[src/rtl/sticker_sampler.sv]
`default_nettype none
// ============================================================================
// Module   : sticker_sampler
// Purpose  : Samples the average colour of a 3x3 grid of cube stickers from
//            one full video frame and streams the nine results out over a
//            valid/ready handshake. Also draws a 5x5 marker at each sticker
//            centre for the VGA overlay.
// Revision : 1.0 - initial release
// ----------------------------------------------------------------------------
// Ports
//   iCLK        in   pixel clock, rising edge
//   iRST_N      in   asynchronous active-low reset
//   iVS_N       in   vertical sync (active low); frame boundary = falling edge
//   iRequest    in   pixel at iX/iY is active, iR/iG/iB valid
//   iX, iY      in   [9:0] H/V counter coordinates
//   iR, iG, iB  in   [9:0] pixel colour
//   iCapture    in   one-cycle request to sample the next full frame
//   oDot        out  marker overlay (combinational on iX/iY)
//   oBusy       out  high whenever the sampler is not idle
//   oStk_Valid  out  a sticker result is presented
//   iStk_Ready  in   consumer accepts the presented result
//   oStk_Idx    out  [3:0] sticker index 0..8, row-major
//   oStk_R/G/B  out  [9:0] averaged sticker colour
// ============================================================================
module sticker_sampler #(
  parameter int GRID_X0 = 264,
  parameter int GRID_Y0 = 154,
  parameter int PITCH   = 120
) (
  input  logic       iCLK,
  input  logic       iRST_N,
  input  logic       iVS_N,
  input  logic       iRequest,
  input  logic [9:0] iX,
  input  logic [9:0] iY,
  input  logic [9:0] iR,
  input  logic [9:0] iG,
  input  logic [9:0] iB,
  input  logic       iCapture,
  output logic       oDot,
  output logic       oBusy,
  output logic       oStk_Valid,
  input  logic       iStk_Ready,
  output logic [3:0] oStk_Idx,
  output logic [9:0] oStk_R,
  output logic [9:0] oStk_G,
  output logic [9:0] oStk_B
);

  typedef enum logic [1:0] {
    S_IDLE   = 2'd0,
    S_ARMED  = 2'd1,
    S_ACCUM  = 2'd2,
    S_OUTPUT = 2'd3
  } state_t;

  localparam logic [3:0] c_LAST_IDX = 4'd8;

  state_t      r_state;
  logic        r_vs_d;
  logic        r_busy;
  logic        r_valid;
  logic [3:0]  r_idx;
  logic [9:0]  r_col_r;
  logic [9:0]  r_col_g;
  logic [9:0]  r_col_b;

  logic [15:0] r_acc_r [9];
  logic [15:0] r_acc_g [9];
  logic [15:0] r_acc_b [9];

  logic [11:0] w_x;
  logic [11:0] w_y;
  logic [8:0]  w_in_win;
  logic [8:0]  w_dot;
  logic        w_vs_fall;
  logic        w_clear;
  logic        w_accum;
  logic [3:0]  w_sel_idx;
  logic [9:0]  w_sel_r;
  logic [9:0]  w_sel_g;
  logic [9:0]  w_sel_b;

  // Widen coordinates so the +4 / +3 window arithmetic cannot wrap.
  assign w_x = {2'b00, iX};
  assign w_y = {2'b00, iY};

  assign w_vs_fall = r_vs_d & ~iVS_N;
  assign w_clear   = (r_state == S_ARMED) && w_vs_fall;
  assign w_accum   = (r_state == S_ACCUM) && iRequest;

  // Per-sticker window (8x8, centre at offset +4) and marker (5x5) decode.
  for (genvar k = 0; k < 9; k++) begin : g_stk
    localparam logic [11:0] c_CX = 12'(GRID_X0 + (k % 3) * PITCH);
    localparam logic [11:0] c_CY = 12'(GRID_Y0 + (k / 3) * PITCH);

    assign w_in_win[k] = (w_x + 12'd4 >= c_CX) && (w_x <= c_CX + 12'd3) &&
                         (w_y + 12'd4 >= c_CY) && (w_y <= c_CY + 12'd3);
    assign w_dot[k]    = (w_x + 12'd2 >= c_CX) && (w_x <= c_CX + 12'd2) &&
                         (w_y + 12'd2 >= c_CY) && (w_y <= c_CY + 12'd2);
  end

  assign oDot = |w_dot;

  // 64 pixels of at most 1023 fit in 16 bits, so plain adds never overflow.
  always_ff @(posedge iCLK or negedge iRST_N) begin
    if (!iRST_N) begin
      for (int k = 0; k < 9; k++) begin
        r_acc_r[k] <= '0;
        r_acc_g[k] <= '0;
        r_acc_b[k] <= '0;
      end
    end else if (w_clear) begin
      for (int k = 0; k < 9; k++) begin
        r_acc_r[k] <= '0;
        r_acc_g[k] <= '0;
        r_acc_b[k] <= '0;
      end
    end else if (w_accum) begin
      for (int k = 0; k < 9; k++) begin
        if (w_in_win[k]) begin
          r_acc_r[k] <= r_acc_r[k] + {6'd0, iR};
          r_acc_g[k] <= r_acc_g[k] + {6'd0, iG};
          r_acc_b[k] <= r_acc_b[k] + {6'd0, iB};
        end
      end
    end
  end

  // Sticker whose colour is loaded into the output registers: the current
  // index when first presenting, the next one when a transfer advances.
  assign w_sel_idx = (r_valid && (r_idx != c_LAST_IDX)) ? r_idx + 4'd1 : r_idx;
  assign w_sel_r   = r_acc_r[w_sel_idx][15:6];
  assign w_sel_g   = r_acc_g[w_sel_idx][15:6];
  assign w_sel_b   = r_acc_b[w_sel_idx][15:6];

  always_ff @(posedge iCLK or negedge iRST_N) begin
    if (!iRST_N) begin
      r_state <= S_IDLE;
      r_vs_d  <= 1'b1;
      r_busy  <= 1'b0;
      r_valid <= 1'b0;
      r_idx   <= '0;
      r_col_r <= '0;
      r_col_g <= '0;
      r_col_b <= '0;
    end else begin
      r_vs_d <= iVS_N;
      case (r_state)
        S_IDLE: begin
          // A coincident vsync edge only arms; the edge is not counted.
          if (iCapture) begin
            r_state <= S_ARMED;
            r_busy  <= 1'b1;
          end
        end
        S_ARMED: begin
          if (w_vs_fall) begin
            r_state <= S_ACCUM;
          end
        end
        S_ACCUM: begin
          if (w_vs_fall) begin
            r_state <= S_OUTPUT;
            r_idx   <= '0;
            r_valid <= 1'b0;
          end
        end
        S_OUTPUT: begin
          if (!r_valid) begin
            r_valid <= 1'b1;
            r_col_r <= w_sel_r;
            r_col_g <= w_sel_g;
            r_col_b <= w_sel_b;
          end else if (iStk_Ready) begin
            if (r_idx == c_LAST_IDX) begin
              r_state <= S_IDLE;
              r_busy  <= 1'b0;
              r_valid <= 1'b0;
            end else begin
              r_idx   <= w_sel_idx;
              r_col_r <= w_sel_r;
              r_col_g <= w_sel_g;
              r_col_b <= w_sel_b;
            end
          end
        end
        default: begin
          r_state <= S_IDLE;
          r_busy  <= 1'b0;
          r_valid <= 1'b0;
        end
      endcase
    end
  end

  assign oBusy      = r_busy;
  assign oStk_Valid = r_valid;
  assign oStk_Idx   = r_idx;
  assign oStk_R     = r_col_r;
  assign oStk_G     = r_col_g;
  assign oStk_B     = r_col_b;

endmodule
`default_nettype wire

[config.mk]
export PLATFORM = sky130hd
export DESIGN_NAME = sticker_sampler
export DESIGN_NICKNAME = d
export VERILOG_FILES = /design/src/rtl/sticker_sampler.sv
export SDC_FILE = /design/constraint.sdc
export NUM_CORES = 2
export LEC_CHECK = 0
export ABC_AREA = 1
export BUFFER_PORTS_ARGS = -buffer_cell sky130_fd_sc_hd__buf_2
export CORE_MARGIN = 5
export CORE_UTILIZATION = 38
export DETAILED_ROUTE_END_ITERATION = 12
export SLEW_MARGIN = 20
export SYNTH_ARGS = -nofsm -noshare
export SYNTH_HDL_FRONTEND = slang
export SYNTH_SLANG_ARGS = --single-unit
[constraint.sdc]
create_clock -name iCLK -period 1.95 [get_ports iCLK]
set_clock_uncertainty 0.15 [all_clocks]
set_input_delay 0.2925 -clock iCLK [delete_from_list [all_inputs] [get_ports iCLK]]
set_output_delay 0.2925 -clock iCLK [all_outputs]
set_load 0.05 [all_outputs]
* After elaboration in Yosys (flattened, before gate mapping)
Index checks and enable logic that the tools add are counted.
** Word-level totals
- Register bits :: 471
- Bits in latches :: 0
- RAM bits :: 0
- Memory bits (read-only) :: 0
- Output and inout bits :: 37
- Word-level logic and storage cells :: 256
- Memories kept :: 0
** Operators by class
- Add/subtract/negate cells :: 32
- Multiply operators :: 0
- Div/mod/pow operators :: 0
- Magnitude comparators :: 25
- Equal/unequal tests :: 14
- Shift-type cells :: 0
- Muxes and demuxes :: 74
- Bitwise logic cells :: 3
- Reduce and logical (&&, ||, !) cells :: 73
** Operators by type and width (number)
- two-way mux 144 bit :: 6
- two-way mux 16 bit :: 33
- adder 16 x 10 -> 16 bit :: 27
- binary-select mux 16 bit (select 4 bit) :: 3
- <= comparator 10 x 9 -> 1 bit (second input constant) :: 10
- two-way mux 10 bit :: 9
- >= comparator 12 x 9 -> 1 bit (second input constant) :: 6
- logical AND 1 bit :: 45
- >= comparator 11 x 9 -> 1 bit (second input constant) :: 4
- >= comparator 12 x 8 -> 1 bit (second input constant) :: 2
- nonzero test 2 bit :: 12
- adder 10 x 2 -> 11 bit (second input constant) :: 2
- adder 10 x 3 -> 11 bit (second input constant) :: 2
- <= comparator 10 x 8 -> 1 bit (second input constant) :: 2
- two-way mux 4 bit :: 5
- AND reduction 2 bit :: 10
- inequality test 2 bit (second input constant) :: 9
- two-way mux 2 bit :: 6
- AND reduction 5 bit :: 2
- OR reduction 9 bit :: 1
- two-way mux 1 bit :: 8
- one-hot mux 2 bit (4 select lines) :: 1
- one-hot mux 4 bit (2 select lines) :: 1
- AND reduction 6 bit :: 1
- other kinds (12) :: 14

* Depth between registers and ports, before layout
- Depth in word-level cells :: 10
- Depth in mapped cells :: 16

* Worst setup path before layout
No wires, ideal clock.
- Path kind :: register -> register
- Start :: reg r_idx[0] (netlist: oStk_Idx[0])
- End :: reg r_col_r[8] (netlist: oStk_R[8])
- Library setup time :: 0.123 ns
- Arrival time :: 2.286 ns
- Data required time :: 1.677 ns
- Setup slack :: -0.609 ns
- Cell stages (with the launch flop) :: 14
- Buffers on the path :: 3
- Cell sequence :: dfrtp_1 > inv_1 > ha_1 > nand3_1 > nand3_1 > buf_2 > nand2_1 > buf_2 > buf_2 > nand2_1 > nand3_1 > nand3_1 > nand3_1 > a21oi_1
** On the way
- Word-level cells in the longest chain between the ends :: 10
** Ends and longest elaborated chain
- start: declaration :: line 63 : logic [3:0] r_idx;
- start signal: assignment :: line 181 : r_idx <= w_sel_idx;
- branches (longest 10 deep; another with adder 4 x 1 -> 4 bit)
- end signal: assignment :: line 172 : r_col_r <= w_sel_r;
- end signal: assignment :: line 182 : r_col_r <= w_sel_r;
- end: declaration :: line 64 : logic [9:0] r_col_r;
Parallel ways; which one is timed is not known. The select of a mux whose other input is x is not followed.
A chain may end at the register's enable or synchronous reset.

* Final worst setup path
- Start :: reg r_state[0]
- End :: reg r_acc_r[62] in the netlist's numbering
** On the way
- Word-level cells in the longest chain between the ends :: 4
** Ends and longest elaborated chain
- start: declaration :: line 59 : state_t r_state;
- start signal: assignment :: line 139 : r_state <= S_IDLE;
- start signal: assignment :: line 153 : r_state <= S_ARMED;
- start signal: assignment :: line 159 : r_state <= S_ACCUM;
- equality test 2 x 1 -> 1 bit / equality test 2 bit (equally long branches) :: line 89, 90
- logical AND 1 bit, on equally long branches :: line 89, 90
- nonzero test 2 bit (no line)
- AND reduction 2 bit (no line)
- end signal: indexed assignment :: line 122 : r_acc_r[k] <= r_acc_r[k] + {6'd0, iR};
- end: declaration :: line 68 : logic [15:0] r_acc_r [9];
Several ways; a longest one is shown, not always the timed one.

==> flow_summary.yaml <==
detailed_routing:
  post_drt_wl_per_cell_um: 17.8
  initialDrtViolationCount: 3595
  drcViolationCount: 0
  wl_mm: 157
  first_pass_iters: 5
  vias: 46235
  vias_per_cell: 5.26
  antenna_left: 0
critical_path:
  cp.arrival_ps: 2790
  crit_path_start_kind: "flip-flop"
  endpoint_kind: "flip-flop"
  crit_path_start: "r_state[0]$_DFFE_PN0P_"
  path_class: "flip-flop to flip-flop"
  cp_max_fo: 6
  r2r_start: "r_state[0]$_DFFE_PN0P_"
  required_ps: 2420
pwr:
  leakagePower_nw: 31.0
  peakVddDrop_mv: 0.897
  powerDensity_nw_per_um2: 1060
  p_total_mw: 60.1
timing:
  fin_ws_ps: -375
  rsz0062_at_grt: "true"
  min_period_ps: 2330
  drv_slew: 0
  fmax_ghz: 0.430
  setup_tns_ps: -123280
  maxSlewHeadroom_pct: 66.0
  whs_ps: 48.0
  setup_viol: 473
  period_share_pct: 119
  tightest_slew_ps: 510
  finalHoldViolCount: 0
finish:
  syn_to_final_growth_pct: 34.9
  nFillCells: 10709
  finalNonFillerCells: 8798
  final_common_cell: "nand2_1"
  mostFrequentLayoutCells: "nand2_1 (1701), nand3_1 (1180), buf_4 (774)"
  final_core_util_pct: 51.5
  nets: 7639
  drive_gt1_share_pct: 21.3
clocking:
  clock_latency_ps: 680
  cts_made_buffers: 60
  cts.sinks: 471
  clk_pin_slew_ps: 60
  ctsRootBufferMaster: "clkbuf_16"
  clock_path_buffers: 3
  htree_num_levels: 2
  cts_tree: "built"
synth:
  syn_inst: 6386
  avgSynthCellArea_um2: 6.59
  synth_nets: 6762
  syn_area_um2: 42100
  synth_seq_area_share_pct: 28.0
  synth_cell_types: 43
  ys_warn_count: 0
  synth-seq-cells: 471
status:
  run_status: "complete, but fails checks"
  violations: "setup timing"
placed_design:
  numPortBuffers: 92
  place.gp.congestion: 0.906
  place_inst: 8593
  post-dp-hpwl_mm: 109
global_routing:
  grt_max_degree: 69
  grt_pass1_vias: 43685
  grtUsageTotal_pct: 25.2
  grt_util_met3_pct: 2.99
  antenna_found_initial: 3
  grt_pass1_wl_mm: 239
  gr-usage-met2_pct: 42.2
  gr-usage-met1_pct: 34.3
  top_usage_layer: "met2"
  overflow: 0
min_path:
  hp-class: "input pin to flip-flop"
  min_from: "iG[0]"
floorplanning:
  die_w_um: 343
  start_util_pct: 38.1
  die-area_um2: 118000
  placementRows: 122
  core_area_um2: 110000
  die_h_um: 343
  ios: 93
run:
  cap_viol_max_count: 0
## flip-flops by register name, indices dropped and copies added, names as in the netlist, 2 cells and up
name and count:
oStk_B 10, r_acc_b 144, r_acc_g 144, oStk_G 10
oStk_R 10, r_state 2, r_acc_r 144, oStk_Idx 4
## per-layer routing
metal  wire length (um)  up-vias
li1                   -    22723
met1              69700    21810
met2              72000     1435
met3              10300      267
met4               4970        0
met5                  0        -
## final timing paths
kind                                            end  slack, ps  cells past startpoint
min                         r_acc_g[64]$_DFFE_PN0P_         50                      5
max                         r_acc_r[62]$_DFFE_PN0P_       -380                     14
max reg2reg                 r_acc_r[62]$_DFFE_PN0P_       -380                     14
min reg2reg                r_acc_b[114]$_DFFE_PN0P_        330                      2
min in group asynchronous     oStk_R[5]$_DFFE_PN0P_        140                      3
max in group asynchronous   r_acc_g[64]$_DFFE_PN0P_       1060                      4
## metrics by stage
step | worst slack, ps | area [um2]
3_3_place_gp | -464 | 51500
2_1_floorplan | -130 | 42500
4_1_cts | -271 | 55400
5_1_grt | -408 | 56800
6_report | -375 | 56800
3_5_place_dp | -491 | 51500
## cells by family after synthesis
kind of cell	after synthesis	synth area share [%]
AND/OR/NAND/NOR	3916	41.3
adder cells (fa/ha/maj)	320	9.99
buffers and inverters	941	9.07
AO/OA/AOI/OAI	469	6.02
XOR/XNOR	269	5.60
flip-flops	471	28.0
## worst max-delay path, stage by stage (launching register included)
cell,delay [ps]
dfrtp_1,390
inv_2,80
ha_4,260
nand2_2,80
inv_2,80
nand2_2,70
a21oi_4,130
nand3_2,120
buf_6,150
buf_6,110
nor2_4,150
buf_6,190
buf_12,160
nand3_2,60
nand2_1,70
## Yosys cell counts, drive strengths merged
library cell  instances  area (um2)
nand3b              169        1270
dfstp                 1        26.3
a22oi                 1        7.51
dfrtp               470       11800
nor2                476        1830
clkinv                2        7.51
nand4                62         388
nand3              1346        6760
a21boi                2        15.0
o22ai                 5        31.3
o21ai               121         609
a21oi               271        1360
inv                 680        2550
nand2              1789        6740
o21a                 10        75.1
ha                  293        3670
nor4                  7        43.8
nor3                 53         265
xor2                146        1280
o31ai                 6        45.0
xnor2               123        1080
o21bai                5        37.5
clkbuf               98         368
nor3b                 1        7.51
buf                 161         891
a21o                 41         308
a31oi                 2        12.5
a2111oi               1        8.76
fa                   27         541
a211oi                1        7.51
or2                  13        81.3
o211ai                3        22.5
## final cells by class
class,instances,area [um2],area share (%)
clock buffers,84,1750,3.09
diodes,4,10.0,0.0176
clock inverters,21,325,0.573
repair buffers,1074,10400,18.3
well taps,1488,1860,3.28
flip-flops and latches,471,11800,20.8
multi-input cells,4974,28100,49.4
inverters,682,2610,4.59
## power breakdown
part / switching (mW) / internal [mW] / leakage (nW) / total (mW)
Clock: 4.86 / 7.26 / 1.02 / 12.1
Sequential: 1.48 / 11.4 / 6.45 / 12.8
Combinational: 20.4 / 14.8 / 23.5 / 35.1
## repair_timing
action | 4_1_cts | 5_1_grt
gates cloned | 21 | 22
hold buffers | 5 | 0
pin swaps | 87 | 88
endpoints found under the setup margin | 474 | 476
endpoints found under the hold margin | 474 | 0
setup buffers | 35 | 18
resized for setup | 226 | 206
No activity file was read; power rests on OpenSTA's default activity.
